--- src/rtl/gray_pointer_pkg.sv ---
// Shared helpers for the async-FIFO pointer blocks: pointer width derivation and
// Gray-code conversions, written on a wide container so any pointer width can use them.
package gray_pointer_pkg;

  localparam int PTR_MAX_W = 32;
  typedef logic [PTR_MAX_W-1:0] ptr_max_t;

  function automatic int ptr_width(input int addr_w);
    return addr_w + 1;
  endfunction

  function automatic ptr_max_t binary_to_gray(input ptr_max_t bin);
    return bin ^ (bin >> 1);
  endfunction

  function automatic ptr_max_t gray_to_binary(input ptr_max_t gray);
    ptr_max_t bin;
    bin = {PTR_MAX_W{1'b0}};
    for (int i = 0; i < PTR_MAX_W; i++) begin
      bin[i] = ^(gray >> i);
    end
    return bin;
  endfunction

  // Full when the local Gray pointer equals the remote one with its top two bits inverted.
  function automatic logic gray_full_compare(input ptr_max_t local_g, input ptr_max_t remote_g,
                                             input int w);
    ptr_max_t mask;
    mask = ptr_max_t'(2'b11) << (w - 2);
    return (local_g == (remote_g ^ mask));
  endfunction

endpackage

--- src/rtl/gray_pointer_controller_if.sv ---
// Push handshake, RAM write port and pointer-exchange signals of the write-side controller.
// fill_level exists only when GRAY_POINTER_CONTROLLER_FILL_LEVEL_EN is defined.
interface gray_pointer_controller_if
  import gray_pointer_pkg::*;
#(
  parameter int ADDR_WIDTH = 4
);
  localparam int PTR_WIDTH = ptr_width(ADDR_WIDTH);

  logic                  push_valid;
  logic                  push_ready;
  logic                  write_enable;
  logic [ADDR_WIDTH-1:0] write_address;
  logic [PTR_WIDTH-1:0]  remote_gray_sync;
  logic [PTR_WIDTH-1:0]  local_gray;
  logic                  full;
`ifdef GRAY_POINTER_CONTROLLER_FILL_LEVEL_EN
  logic [PTR_WIDTH-1:0]  fill_level;

  modport master (
    output push_valid, remote_gray_sync,
    input  push_ready, write_enable, write_address, local_gray, full, fill_level
  );
  modport slave (
    input  push_valid, remote_gray_sync,
    output push_ready, write_enable, write_address, local_gray, full, fill_level
  );
`else
  modport master (
    output push_valid, remote_gray_sync,
    input  push_ready, write_enable, write_address, local_gray, full
  );
  modport slave (
    input  push_valid, remote_gray_sync,
    output push_ready, write_enable, write_address, local_gray, full
  );
`endif

endinterface

--- src/rtl/gray_pointer_controller_b2g.sv ---
// Purely combinational binary-to-Gray converter of configurable width.
module Binary_to_Gray #(
  parameter int WIDTH = 5
) (
  input  logic [WIDTH-1:0] i_bin,
  output logic [WIDTH-1:0] o_gray
);

  assign o_gray = i_bin ^ (i_bin >> 1);

endmodule

--- src/rtl/gray_pointer_controller.sv ---
// Write-side pointer controller of an async FIFO: binary pointer, registered Gray copy, full flag.
// Optional registered fill_level output under GRAY_POINTER_CONTROLLER_FILL_LEVEL_EN.
module gray_pointer_controller
  import gray_pointer_pkg::*;
#(
  parameter int ADDR_WIDTH = 4
) (
  input logic                      clock,
  input logic                      clear_n,
  gray_pointer_controller_if.slave bus
);

  localparam int PTR_WIDTH = ptr_width(ADDR_WIDTH);
  localparam logic [PTR_WIDTH-1:0] PTR_ONE = PTR_WIDTH'(1);

  logic [PTR_WIDTH-1:0] r_ptr;
  logic [PTR_WIDTH-1:0] r_local_gray;
  logic                 r_full;
  logic [PTR_WIDTH-1:0] w_ptr_next;
  logic [PTR_WIDTH-1:0] w_gray_next;
  logic                 w_ready;
  logic                 w_xfer;
  logic                 w_full_next;

  // Ready drops during reset so a held push_valid can never slip a write in.
  assign w_ready           = ~r_full & clear_n;
  assign w_xfer            = bus.push_valid & w_ready;
  assign bus.push_ready    = w_ready;
  assign bus.write_enable  = w_xfer;
  assign bus.write_address = r_ptr[ADDR_WIDTH-1:0];
  assign bus.local_gray    = r_local_gray;
  assign bus.full          = r_full;

  always_comb begin
    w_ptr_next = r_ptr;
    if (w_xfer) begin
      w_ptr_next = r_ptr + PTR_ONE;
    end else begin
      w_ptr_next = r_ptr;
    end
  end

  Binary_to_Gray #(.WIDTH(PTR_WIDTH)) u_b2g (
    .i_bin  (w_ptr_next),
    .o_gray (w_gray_next)
  );

  // Compare the post-push pointer so full rises on the edge that fills the last slot.
  assign w_full_next = gray_full_compare(ptr_max_t'(w_gray_next),
                                         ptr_max_t'(bus.remote_gray_sync), PTR_WIDTH);

  always_ff @(posedge clock) begin
    if (!clear_n) begin
      r_ptr        <= {PTR_WIDTH{1'b0}};
      r_local_gray <= {PTR_WIDTH{1'b0}};
      r_full       <= 1'b0;
    end else begin
      r_ptr        <= w_ptr_next;
      r_local_gray <= w_gray_next;
      r_full       <= w_full_next;
    end
  end

`ifdef GRAY_POINTER_CONTROLLER_FILL_LEVEL_EN
  ptr_max_t             w_remote_bin_wide;
  ptr_max_t             w_fill_wide;
  logic                 w_unused_fill_hi;
  logic [PTR_WIDTH-1:0] r_fill_level;

  assign w_remote_bin_wide = gray_to_binary(ptr_max_t'(bus.remote_gray_sync));
  assign w_fill_wide       = ptr_max_t'(r_ptr) - w_remote_bin_wide;
  assign w_unused_fill_hi  = ^w_fill_wide[PTR_MAX_W-1:PTR_WIDTH];
  assign bus.fill_level    = r_fill_level;

  always_ff @(posedge clock) begin
    if (!clear_n) begin
      r_fill_level <= {PTR_WIDTH{1'b0}};
    end else begin
      r_fill_level <= w_fill_wide[PTR_WIDTH-1:0];
    end
  end
`endif

endmodule
--- src/flat_wrapper.sv ---
// flat-port wrapper written by rule: the top's interface ports become plain ports
module gray_pointer_controller_flat import gray_pointer_pkg::*;
#(
  parameter int ADDR_WIDTH = 4
)
  (clock, clear_n, bus_push_valid, bus_remote_gray_sync, bus_push_ready, bus_write_enable, bus_write_address, bus_local_gray, bus_full);
  gray_pointer_controller_if #(.ADDR_WIDTH(ADDR_WIDTH)) bus_i ();
  input logic clock;
  input logic clear_n;
  input wire logic [$bits(bus_i.push_valid)-1:0] bus_push_valid;
  input wire logic [$bits(bus_i.remote_gray_sync)-1:0] bus_remote_gray_sync;
  output wire logic [$bits(bus_i.push_ready)-1:0] bus_push_ready;
  output wire logic [$bits(bus_i.write_enable)-1:0] bus_write_enable;
  output wire logic [$bits(bus_i.write_address)-1:0] bus_write_address;
  output wire logic [$bits(bus_i.local_gray)-1:0] bus_local_gray;
  output wire logic [$bits(bus_i.full)-1:0] bus_full;
  assign bus_i.push_valid = bus_push_valid;
  assign bus_i.remote_gray_sync = bus_remote_gray_sync;
  assign bus_push_ready = bus_i.push_ready;
  assign bus_write_enable = bus_i.write_enable;
  assign bus_write_address = bus_i.write_address;
  assign bus_local_gray = bus_i.local_gray;
  assign bus_full = bus_i.full;
  gray_pointer_controller #(.ADDR_WIDTH(ADDR_WIDTH)) u_core (.clock(clock), .clear_n(clear_n), .bus(bus_i));
endmodule
--- config.mk ---
export PLATFORM = sky130hd
export DESIGN_NAME = gray_pointer_controller_flat
export DESIGN_NICKNAME = d
export VERILOG_FILES = /design/src/rtl/gray_pointer_pkg.sv /design/src/rtl/gray_pointer_controller_if.sv /design/src/rtl/gray_pointer_controller_b2g.sv /design/src/rtl/gray_pointer_controller.sv /design/src/flat_wrapper.sv
export SDC_FILE = /design/constraint.sdc
export NUM_CORES = 1
export LEC_CHECK = 0
export BUFFER_PORTS_ARGS = -buffer_cell sky130_fd_sc_hd__buf_2
export CAP_MARGIN = 10
export CELL_PAD_IN_SITES_DETAIL_PLACEMENT = 1
export CELL_PAD_IN_SITES_GLOBAL_PLACEMENT = 1
export CORE_UTILIZATION = 33
export CTS_CLUSTER_SIZE = 28
export DETAILED_ROUTE_END_ITERATION = 8
export GPL_ROUTABILITY_DRIVEN = 0
export PLACE_DENSITY_LB_ADDON = 0.15
export SLEW_MARGIN = 20
export SYNTH_ARGS = -nofsm -noshare
export SYNTH_HDL_FRONTEND = slang
export SYNTH_SLANG_ARGS = --single-unit
--- constraint.sdc ---
create_clock -name clock -period 2.05 [get_ports clock]
set_input_delay 0.3075 -clock clock [delete_from_list [all_inputs] [get_ports clock]]
set_output_delay 0.3075 -clock clock [all_outputs]
set_load 0.01 [all_outputs]
# ---- Yosys cells after proc, flatten, opt, wreduce, memory -nomap -nowiden
# Cells that the tools add are included.
dict set report word_totals {
  output_inout_bits 12
  in_bits 8
  regBits 11
  word_cells 11
}
dict set report op_classes {
  n_bitwise 5
  eq_ne 1
  addsub 1
  muxes 1
}
# cell n
set op_table {}
lappend op_table {{5-bit by 1-bit adder with 5-bit output, second input constant} 1}
lappend op_table {{5-bit == test} 1}
lappend op_table {{5-bit 2-to-1 mux} 1}
lappend op_table {{5-bit by 4-bit XOR with 5-bit output} 1}
lappend op_table {{1-bit bitwise AND} 2}
lappend op_table {{2-bit NOT} 1}
lappend op_table {{1-bit NOT} 1}

# ---- Depth between registers and ports, before layout
# Gate-level depths: netlist (run 1).
dict set report logic_depth {
  ltp_word 6
  ltp_mapped 6
  ltp_nobuf 6
}

# ---- By module
# Synthesis (run 1) repeated with hierarchy kept, for this count alone.
dict set report hier_totals {
  cells_unflattened 54
  hier_area_um2 549.3
}
# module seq_area_each_um2 area_per_inst_um2 cells_each instances
set modules_own_cells {}
lappend modules_own_cells {gray_pointer_controller 220.2 506.7 49 1}
lappend modules_own_cells {Binary_to_Gray 0.0 42.5 5 1}

# ---- Worst setup path before layout (run 1)
# OpenSTA, ideal clock, no wires.
dict set report synth_path {
  path_kind {register to register}
  start {register u_core.r_ptr[0]}
  end {register u_core.r_full, in the netlist u_core.bus.full}
  required_ps 1947
  path_buffers 0
  arrival_ps 1698
  setup_ps 103
  path_stages_with_launch 6
  path_slack_ps 248
  period_less_slack_ps 1802
  path_cell_list {dfxtp_1 > ha_1 > mux2i_2 > xor2_1 > or3_1 > a2111oi_2}
}
dict set report synth_between {
  elab_chain_len 4
}
# element line_no
set synth_rtl {}
lappend synth_rtl {{from (decl)} gray_pointer_controller.sv:16} ;# logic [PTR_WIDTH-1:0] r_ptr;
lappend synth_rtl {{from (signal assigned)} gray_pointer_controller.sv:54} ;# r_ptr <= {PTR_WIDTH{1'b0}};
lappend synth_rtl {{from (signal assigned)} gray_pointer_controller.sv:58} ;# r_ptr <= w_ptr_next;
lappend synth_rtl {{5-bit by 1-bit adder with 5-bit output} gray_pointer_controller.sv:37} ;# w_ptr_next = r_ptr + PTR_ONE;
lappend synth_rtl {{5-bit 2-to-1 mux (*)} gray_pointer_controller.sv:36} ;# if (w_xfer) begin
lappend synth_rtl {{5-bit by 4-bit XOR with 5-bit output (*)} gray_pointer_controller_b2g.sv:9} ;# assign o_gray = i_bin ^ (i_bin >> 1);
lappend synth_rtl {{5-bit == test (*)} gray_pointer_pkg.sv:30} ;# return (local_g == (remote_g ^ mask));
lappend synth_rtl {{to (signal assigned)} gray_pointer_controller.sv:60} ;# r_full <= w_full_next;
lappend synth_rtl {{to (decl)} gray_pointer_controller.sv:18} ;# logic r_full;
# Mark *: on every way between the ends. The rest lies on a longest branch, timed or not.
# A chain may end at the register's enable or synchronous reset.

# ---- Final worst setup path (run 1)
# Same ends and word-level chain as after synthesis.

==> reports/qor.yml, run 1 <==
cts.repair.resized: 0
die_x_um: 41.9
timing.final.crit_share_pct: 91.2
holdPathStages: 3
syn-instance-count: 52
dp_slack_ns: 0.186
first_iter_violations: 2
critPathMaxFanout: 5
die-area_um2: 1760
r2r-start: "u_core.r_ptr[0]"
irDropWorstVdd_mv: 0.275
clk_latency_ns: 0.27
period_needed_ns: 1.87
cts_hold_buf: 0
crit_required_ns: 2.22
drv_slew: 0
avgRoutedWirePerCell_um: 11.3
arrival_ns: 2.04
seq_area_frac_synth_pct: 38.1
postRouteAntennaNets: 0
setup_viol: 0
vias_per_cell: 4.75
layout_setup_ws_ns: 0.181
ff2ff_path_depth: 5
dpl.hpwl_um: 819
cts_setup_buffers: 0
min_to: "u_core.bus.full"
finalNonFillerCells: 91
grt.overflow.total: 0
finalSetupTns_ns: 0
root_buffer: "clkbuf_4"
min-delay-start: "bus_remote_gray_sync[0]"
path_class: "flip-flop to flip-flop"
status: "complete, no violations"
yosys_warnings: 0
dr_total_vias: 432
grt_setup_unrepaired: "no"
port_buffers: 19
crit_path_end_kind: "flip-flop"
syn_avg_cell_area_um2: 10.1
path_clk_slew_ns: 0.07
cts_made_buffers: 3
core_um2: 1490
grt_max_degree: 12
cts_max_path_buffers: 2
fin_nets: 85
grt_pass1_wl_mm: 1.73
antenna_found_initial: 0
diodes: 0
drt-total-wl_mm: 1.03
slowest_delay_ns: 0.43
ys_types: 21
leakage_nw: 0.332
htree_levels: 1
r2r_setup_slack_ns: 0.18
grtUsageTotal_pct: 13.2
timing_hold_violations_final: 0
drive_gt1_share_pct: 38.7
tritoncts: "built"
hp-class: "primary input to flip-flop"
start_kind: "flip-flop"
syn_to_final_growth_pct: 29.5
tightest_slew_ns: 0.368
start_util_pct: 35.3
io_pins: 20
whs_ns: 0.339
netlist_area_um2: 526
p_per_area_nw_per_um2: 670
synth-seq-cells: 10
first_global_vias: 415
relSlewSlack_pct: 75.5
die_y_um: 41.9
drv_cap: 0
fmax_ghz: 0.535
synth_nets: 61
r2r_end: "u_core.bus.full"
drcViolationCount: 0
path_cells: "ha_1 > mux2i_2 > xor2_1 > or3_1 > a2111oi_2"
crit_slowest_cell: "dfxtp_1"
clock-skew-final_ns: 0.00427
placed_cells: 87
drtPass1Iterations: 2
rows: 14
cts.sink_count: 10
metrics by stage:
step	instance area (um2)	util, %	total power [mW]
after detailed placement	644	43.3	0.279
after CTS	681	45.7	0.465
after floorplan	526	-	0.255
after global placement	644	43.3	0.278
after global routing	681	45.7	0.480
final	681	45.7	0.456
layout by cell type, fill, tap and decap left out:
cell / netlist / routed
nand3b_4: 1 / 1
nor2_1: 10 / 10
xnor3_1: 2 / 2
nand3_1: 3 / 3
nor2_4: 1 / 1
inv_4: 1 / 1
inv_1: 2 / 2
a2111oi_2: 1 / 1
xnor2_1: 7 / 7
and2_1: 1 / 1
buf_4: 0 / 1
or3_1: 2 / 2
buf_2: 0 / 19
dfxtp_1: 10 / 10
clkbuf_4: 0 / 3
mux2i_2: 1 / 1
ha_1: 1 / 1
a21oi_1: 1 / 1
nand2_1: 1 / 1
mux2i_1: 2 / 2
o21ai_0: 1 / 1
xor2_1: 2 / 2
clkbuf_8: 0 / 1
and3_1: 1 / 1
worst max-delay path, delay by kind of cell, from the launching register on:
| kind | cells | cell delay (ns) |
|---|---|---|
| adder cells (fa/ha/maj) | 1 | 0.29 |
| flip-flops | 1 | 0.43 |
| XOR/XNOR | 1 | 0.12 |
| multiplexers | 1 | 0.26 |
| AND/OR/NAND/NOR | 1 | 0.33 |
| AO/OA/AOI/OAI | 1 | 0.34 |
cells in the mapped netlist:
library cell | n | share of area [%]
clkbuf_1 | 1 | 0.71
a2111oi_2 | 1 | 2.9
xnor3_1 | 2 | 8.6
mux2i_2 | 1 | 2.6
inv_1 | 2 | 1.4
nand3_1 | 3 | 2.9
and2_1 | 1 | 1.2
inv_4 | 1 | 1.2
mux2i_1 | 2 | 3.8
nand2_1 | 1 | 0.71
nor2_1 | 10 | 7.1
xor2_1 | 2 | 3.3
xnor2_1 | 7 | 12
nor2_4 | 1 | 2.1
ha_1 | 1 | 2.4
or3_1 | 2 | 2.4
dfxtp_1 | 10 | 38
and3_1 | 1 | 1.2
a21oi_1 | 1 | 0.95
o21ai_0 | 1 | 0.95
nand3b_4 | 1 | 3.8
how the worst max path moves through the flow:
| stage | startpoint | end | cells past startpoint |
|---|---|---|---|
| final | u_core.r_ptr[0] | u_core.bus.full | 5 |
| after floorplan | u_core.r_ptr[0] | u_core.bus.full | 5 |
| after global placement | clear_n | u_core.bus.full | 7 |
| after detailed placement | clear_n | u_core.bus.full | 7 |
| after global routing | u_core.r_ptr[0] | u_core.bus.full | 5 |
| after CTS | u_core.r_ptr[0] | u_core.bus.full | 5 |
flip-flops by register name, indices dropped and copies added, names as in the netlist:
signal                 count
u_core.bus.local_gray      5
u_core.r_ptr               4
u_core.bus.full            1
layout make-up:
type	instances	area [um2]
fillers	186	808
inverters	3	13.8
clock buffers	4	36.3
flip-flops and latches	10	200
multi-input cells	38	308
well taps	16	20.0
repair buffers	20	103
logic make-up after synthesis:
logic type / share of synthesized area, %
compound gates: 4.76
xor+xnor: 23.6
fa+ha+maj: 2.38
buf+inv: 3.33
flops: 38.1
mux: 6.43
simple gates: 21.4
where the power goes:
group	leakage [nW]	total (mW)	internal [mW]	switching, mW
logic	0.230	0.0676	0.0329	0.0347
registers	0.0810	0.205	0.200	0.00514
clock network	0.0210	0.183	0.108	0.0751
metal layers:
metal,vias to the layer above,global-route usage (%),routed length (um)
met4,0,7.74,18
met5,-,0,0
met1,198,15.8,474
met3,2,3.04,71
met2,14,21.3,463
li1,218,-,-
No activity file was read; power rests on OpenSTA's default activity.
==> inputs of run 2 (changes only) <==
--- a/config.mk
+++ b/config.mk
@@ -6,9 +6,9 @@
 export NUM_CORES = 1
 export LEC_CHECK = 0
 export BUFFER_PORTS_ARGS = -buffer_cell sky130_fd_sc_hd__buf_2
-export CAP_MARGIN = 10
 export CELL_PAD_IN_SITES_DETAIL_PLACEMENT = 1
 export CELL_PAD_IN_SITES_GLOBAL_PLACEMENT = 1
+export CORE_MARGIN = 3
 export CORE_UTILIZATION = 33
 export CTS_CLUSTER_SIZE = 28
 export DETAILED_ROUTE_END_ITERATION = 8
==> run 2 against run 1 <==
Critical endpoint unchanged. Sequential power is essentially flat. Critical path depth is the same. First-iteration DRC count grew to 3.0 times the previous value. Largest cell class unchanged. Clock-buffer cell count is the same. Clock skew shrank 0.0015 ns. Critical path type unchanged.
==> reports/qor.yml, run 2 (synthesis gave the netlist of run 1 again) <==
dpl.hpwl_um: 879
cts_setup_buffers: 0
first_iter_violations: 6
path_class: "flip-flop to flip-flop"
p_switching_mw: 0.115
cts.sink_count: 10
critPathMaxFanout: 5
period_needed_ns: 1.86
p_comb_share_pct: 14.9
status: "complete, no violations"
port_buffers: 19
whs_ns: 0.350
dr_total_vias: 418
crit_required_ns: 2.23
path_clk_slew_ns: 0.07
leakage_nw: 0.328
start_util_pct: 37.6
power_frac_seq_pct: 45.0
clock-skew-final_ns: 0.00274
grt_pass1_wl_mm: 1.88
relSlewSlack_pct: 70.6
p_per_area_nw_per_um2: 679
first_global_vias: 430
r2r_setup_slack_ns: 0.19
rows: 13
r2r-start: "u_core.r_ptr[0]"
root_buffer: "clkbuf_4"
diodes: 0
drcViolationCount: 0
largest_reg_flops: 5
drtPass1Iterations: 4
arrival_ns: 2.03
layout_common_cells: "buf_2, nor2_1, dfxtp_1"
tritoncts: "built"
p_sw_share_pct: 25.2
cts_hold_buf: 0
critPathCapture: "u_core.bus.full"
grt_setup_unrepaired: "no"
fin_nets: 84
die-area_um2: 2110
start_kind: "flip-flop"
timing_hold_violations_final: 0
grt.overflow.total: 0
die_y_um: 45.9
drive_gt1_share_pct: 37.8
grtUsageTotal_pct: 13.1
r2r_end: "u_core.bus.full"
irDropWorstVdd_mv: 0.263
core_um2: 1400
fill_cells: 177
drt-total-wl_mm: 1.14
vias_per_cell: 4.70
startpoint: "u_core.r_ptr[0]"
tightest_slew_ns: 0.440
cts_made_buffers: 3
hp-class: "primary input to flip-flop"
postRouteAntennaNets: 0
die_x_um: 45.9
htree_levels: 1
avgRoutedWirePerCell_um: 12.8
drv_slew: 0
clockPowerShare_pct: 40.1
grt_max_degree: 12
setup_viol: 0
clk_latency_ns: 0.27
cts.repair.resized: 0
finalSetupTns_ns: 0
ff2ff_path_depth: 5
io_pins: 20
layout_setup_ws_ns: 0.195
final_common_cell: "buf_2"
syn_to_final_growth_pct: 27.9
dp_slack_ns: 0.181
timing.final.crit_share_pct: 90.5
drv_cap: 0
fmax_ghz: 0.539
p_int_mw: 0.341
crit_path_end_kind: "flip-flop"
cts_max_path_buffers: 2
antenna_found_initial: 0
## run 2: changes by cell type in the layout (fill, tap and decap cells not counted), sizes merged
cell	change
buf	-1
## run 2: how the worst min path moves through the flow
stage	startpoint	end	slack, ns	cells after the start
floorplan	clear_n	u_core.bus.full	0.45	2
CTS	bus_remote_gray_sync[0]	u_core.bus.full	0.35	3
global route	bus_remote_gray_sync[0]	u_core.bus.full	0.37	3
finish	bus_remote_gray_sync[0]	u_core.bus.full	0.35	3
detailed placement	u_core.r_ptr[0]	u_core.r_ptr[0]	0.60	2
global placement	u_core.r_ptr[0]	u_core.r_ptr[0]	0.59	2
## run 2: critical path, stage by stage, from the launching register on
cell	delay, ns
dfxtp_1	0.43
ha_1	0.29
mux2i_2	0.24
xor2_1	0.12
or3_1	0.33
a2111oi_2	0.34
## run 2: cell type report
type                       instances  area, um2  area share, %
clock buffer                       4       36.3           5.40
timing repair buffer              19       95.1           14.2
sequential                        10        200           29.8
multi-input combinational         38        308           45.8
inverter                           3       13.8           2.05
tap                               15       18.8           2.79
## run 2: layer usage
metal	global-route usage, %	up-vias	share of wire, %
met1	17.0	184	46
met3	3.95	2	8.5
li1	-	216	-
met5	0	-	0
met2	18.4	16	43
met4	8.52	0	1.9
## run 2: power groups by stage
stage | Clock [mW] | Combinational, mW | Sequential [mW]
CTS | 0.190 | 0.0690 | 0.205
global placement | 0 | 0.0681 | 0.210
floorplan | 0 | 0.0428 | 0.213
global route | 0.200 | 0.0755 | 0.206
finish | 0.183 | 0.0677 | 0.205
detailed placement | 0 | 0.0685 | 0.210
## run 2: per-stage QoR
stage,util (%),power (mW),area (um2),cells
2_1_floorplan,-,0.255,526,52
3_3_place_gp,45.4,0.278,636,85
3_5_place_dp,45.4,0.278,636,85
4_1_cts,48.0,0.465,672,89
5_1_grt,48.0,0.482,672,89
6_report,48.0,0.456,672,89
==> inputs of run 3 (changes only) <==
--- a/config.mk
+++ b/config.mk
@@ -5,6 +5,7 @@
 export SDC_FILE = /design/constraint.sdc
 export NUM_CORES = 1
 export LEC_CHECK = 0
+export ABC_CLOCK_PERIOD_IN_PS = 2050
 export BUFFER_PORTS_ARGS = -buffer_cell sky130_fd_sc_hd__buf_2
 export CELL_PAD_IN_SITES_DETAIL_PLACEMENT = 1
 export CELL_PAD_IN_SITES_GLOBAL_PLACEMENT = 1
@@ -13,7 +14,7 @@
 export CTS_CLUSTER_SIZE = 28
 export DETAILED_ROUTE_END_ITERATION = 8
 export GPL_ROUTABILITY_DRIVEN = 0
-export PLACE_DENSITY_LB_ADDON = 0.15
+export PLACE_DENSITY = 0.74
 export SLEW_MARGIN = 20
 export SYNTH_ARGS = -nofsm -noshare
 export SYNTH_HDL_FRONTEND = slang
==> run 3 against run 2 <==
Critical endpoint unchanged. Wire length down 10%. Register-to-register slack lost 0.04 ns. Highest routed layer unchanged. Largest cell class unchanged. Utilization rose by 1.3 points. Clock skew decreased by 0.0018 ns. Clock-buffer cell count did not move. Final cell count grew 1.1%.
==> reports/qor.yml, run 3 (synthesis gave the netlist of run 1 again) <==
tritoncts: "built"
path_cells: "ha_1 > mux2i_4 > xor2_1 > or3_1 > a2111oi_2"
slowest_delay_ns: 0.45
cts_max_path_buffers: 2
period_needed_ns: 1.90
total_power_mw: 0.456
postRouteAntennaNets: 0
io_pins: 20
p_comb_share_pct: 15.4
holdPathStages: 3
drive_gt1_share_pct: 40.0
p_int_mw: 0.343
crit_slowest_cell: "dfxtp_1"
power_frac_seq_pct: 45.3
crit_required_ns: 2.21
cts_hold_buf: 0
p_switching_mw: 0.113
r2r_setup_slack_ns: 0.15
diodes: 0
cts.sink_count: 10
grt_pass1_wl_mm: 1.65
htree_levels: 1
core_um2: 1400
cts_setup_buffers: 0
timing.final.crit_share_pct: 92.7
cp.depth: 5
cts.repair.resized: 0
startpoint: "u_core.r_ptr[1]"
die_x_um: 45.9
start_kind: "flip-flop"
clock-skew-final_ns: 0.000981
grt_max_degree: 12
p_sw_share_pct: 24.7
avgRoutedWirePerCell_um: 11.3
drtPass1Iterations: 2
port_buffers: 19
first_iter_violations: 7
drv_slew: 0
leakage_nw: 0.334
hp-class: "primary input to flip-flop"
p_per_area_nw_per_um2: 661
grt_setup_unrepaired: "no"
die_y_um: 45.9
clk_latency_ns: 0.27
path_class: "flip-flop to flip-flop"
finalSetupTns_ns: 0
crit_path_end_kind: "flip-flop"
ff2ff_path_depth: 5
min-delay-start: "bus_remote_gray_sync[0]"
vias_per_cell: 4.84
seqCellArea_um2: 201
tightest_slew_ns: 0.356
clockPowerShare_pct: 39.3
drv_cap: 0
die-area_um2: 2110
drcViolationCount: 0
crit_family: "flip-flops"
final_common_cell: "buf_2"
path_buf_inv: 0
grt.overflow.total: 0
largest_reg_flops: 5
root_buffer: "clkbuf_4"
first_global_vias: 382
dr_total_vias: 436
timing_hold_violations_final: 0
rows: 13
r2r_end: "u_core.bus.full"
fill_cells: 170
syn_to_final_growth_pct: 31.2
cts_made_buffers: 3
antenna_found_initial: 0
multi_input_area_um2: 317
setup_viol: 0
r2r-start: "u_core.r_ptr[1]"
grtUsageTotal_pct: 11.3
placed_cells: 86
finalNonFillerCells: 90
start_util_pct: 37.6
drt-total-wl_mm: 1.02
status: "complete, no violations"
critPathMaxFanout: 5
arrival_ns: 2.06
fin_nets: 85
layout_common_cells: "buf_2, nor2_1, dfxtp_1"
relSlewSlack_pct: 76.2
path_clk_slew_ns: 0.07
irDropWorstVdd_mv: 0.404
dpl.hpwl_um: 816
critPathCapture: "u_core.bus.full"
fmax_ghz: 0.526
## run 3: cell count changes in the layout (fill, tap and decap cells not counted)
cell     previous run  this run
buf_4               0         1
dfxtp_1            10         9
dfxtp_2             0         1
mux2i_2             1         0
mux2i_4             0         1
## run 3: through the flow
stage                     util, %  setup slack [ns]  instance area, um2  hold WS (ns)
final                        49.3             0.150                 689         0.353
after global placement       46.0             0.152                 643         0.590
after floorplan                 -             0.248                 526         0.455
after detailed placement     46.0             0.105                 643         0.617
after global routing         49.3            0.0308                 689         0.351
after CTS                    48.6            0.0753                 679         0.352
## run 3: power by group through the flow
stage          registers [mW]  logic (mW)  clock network [mW]
6_report                0.207      0.0701               0.179
5_1_grt                 0.207      0.0767               0.196
4_1_cts                 0.206      0.0684               0.183
3_5_place_dp            0.211      0.0683                   0
3_3_place_gp            0.210      0.0671                   0
2_1_floorplan           0.213      0.0428                   0
## run 3: layout make-up
type / count / area share [%]
clock buffer: 4 / 5.26
inverter: 3 / 2.00
multi-input combinational: 38 / 45.9
sequential: 10 / 29.2
tap: 15 / 2.72
timing repair buffer: 20 / 14.9
## run 3: worst min-delay path, delay by kind of cell
family | cells | cell delay [ns]
xor gates and xnor gates | 1 | 0.13
buffers and inverters | 1 | 0.08
AOI/OAI and AO/OA | 1 | 0.05
## run 3: routing by layer
layer  track usage (%)  wire (um)  vias up
li1                  -          -      217
met1              13.6        458      197
met2              17.0        445       18
met3              3.56         93        4
met4              6.82         21        0
met5                 0          0        -
## run 3: worst min-delay path by stage
stage               slack [ns]               to
floorplan                 0.45  u_core.bus.full
global route              0.35  u_core.bus.full
finish                    0.35  u_core.bus.full
global placement          0.59  u_core.r_ptr[0]
CTS                       0.35  u_core.bus.full
detailed placement        0.62  u_core.r_ptr[0]
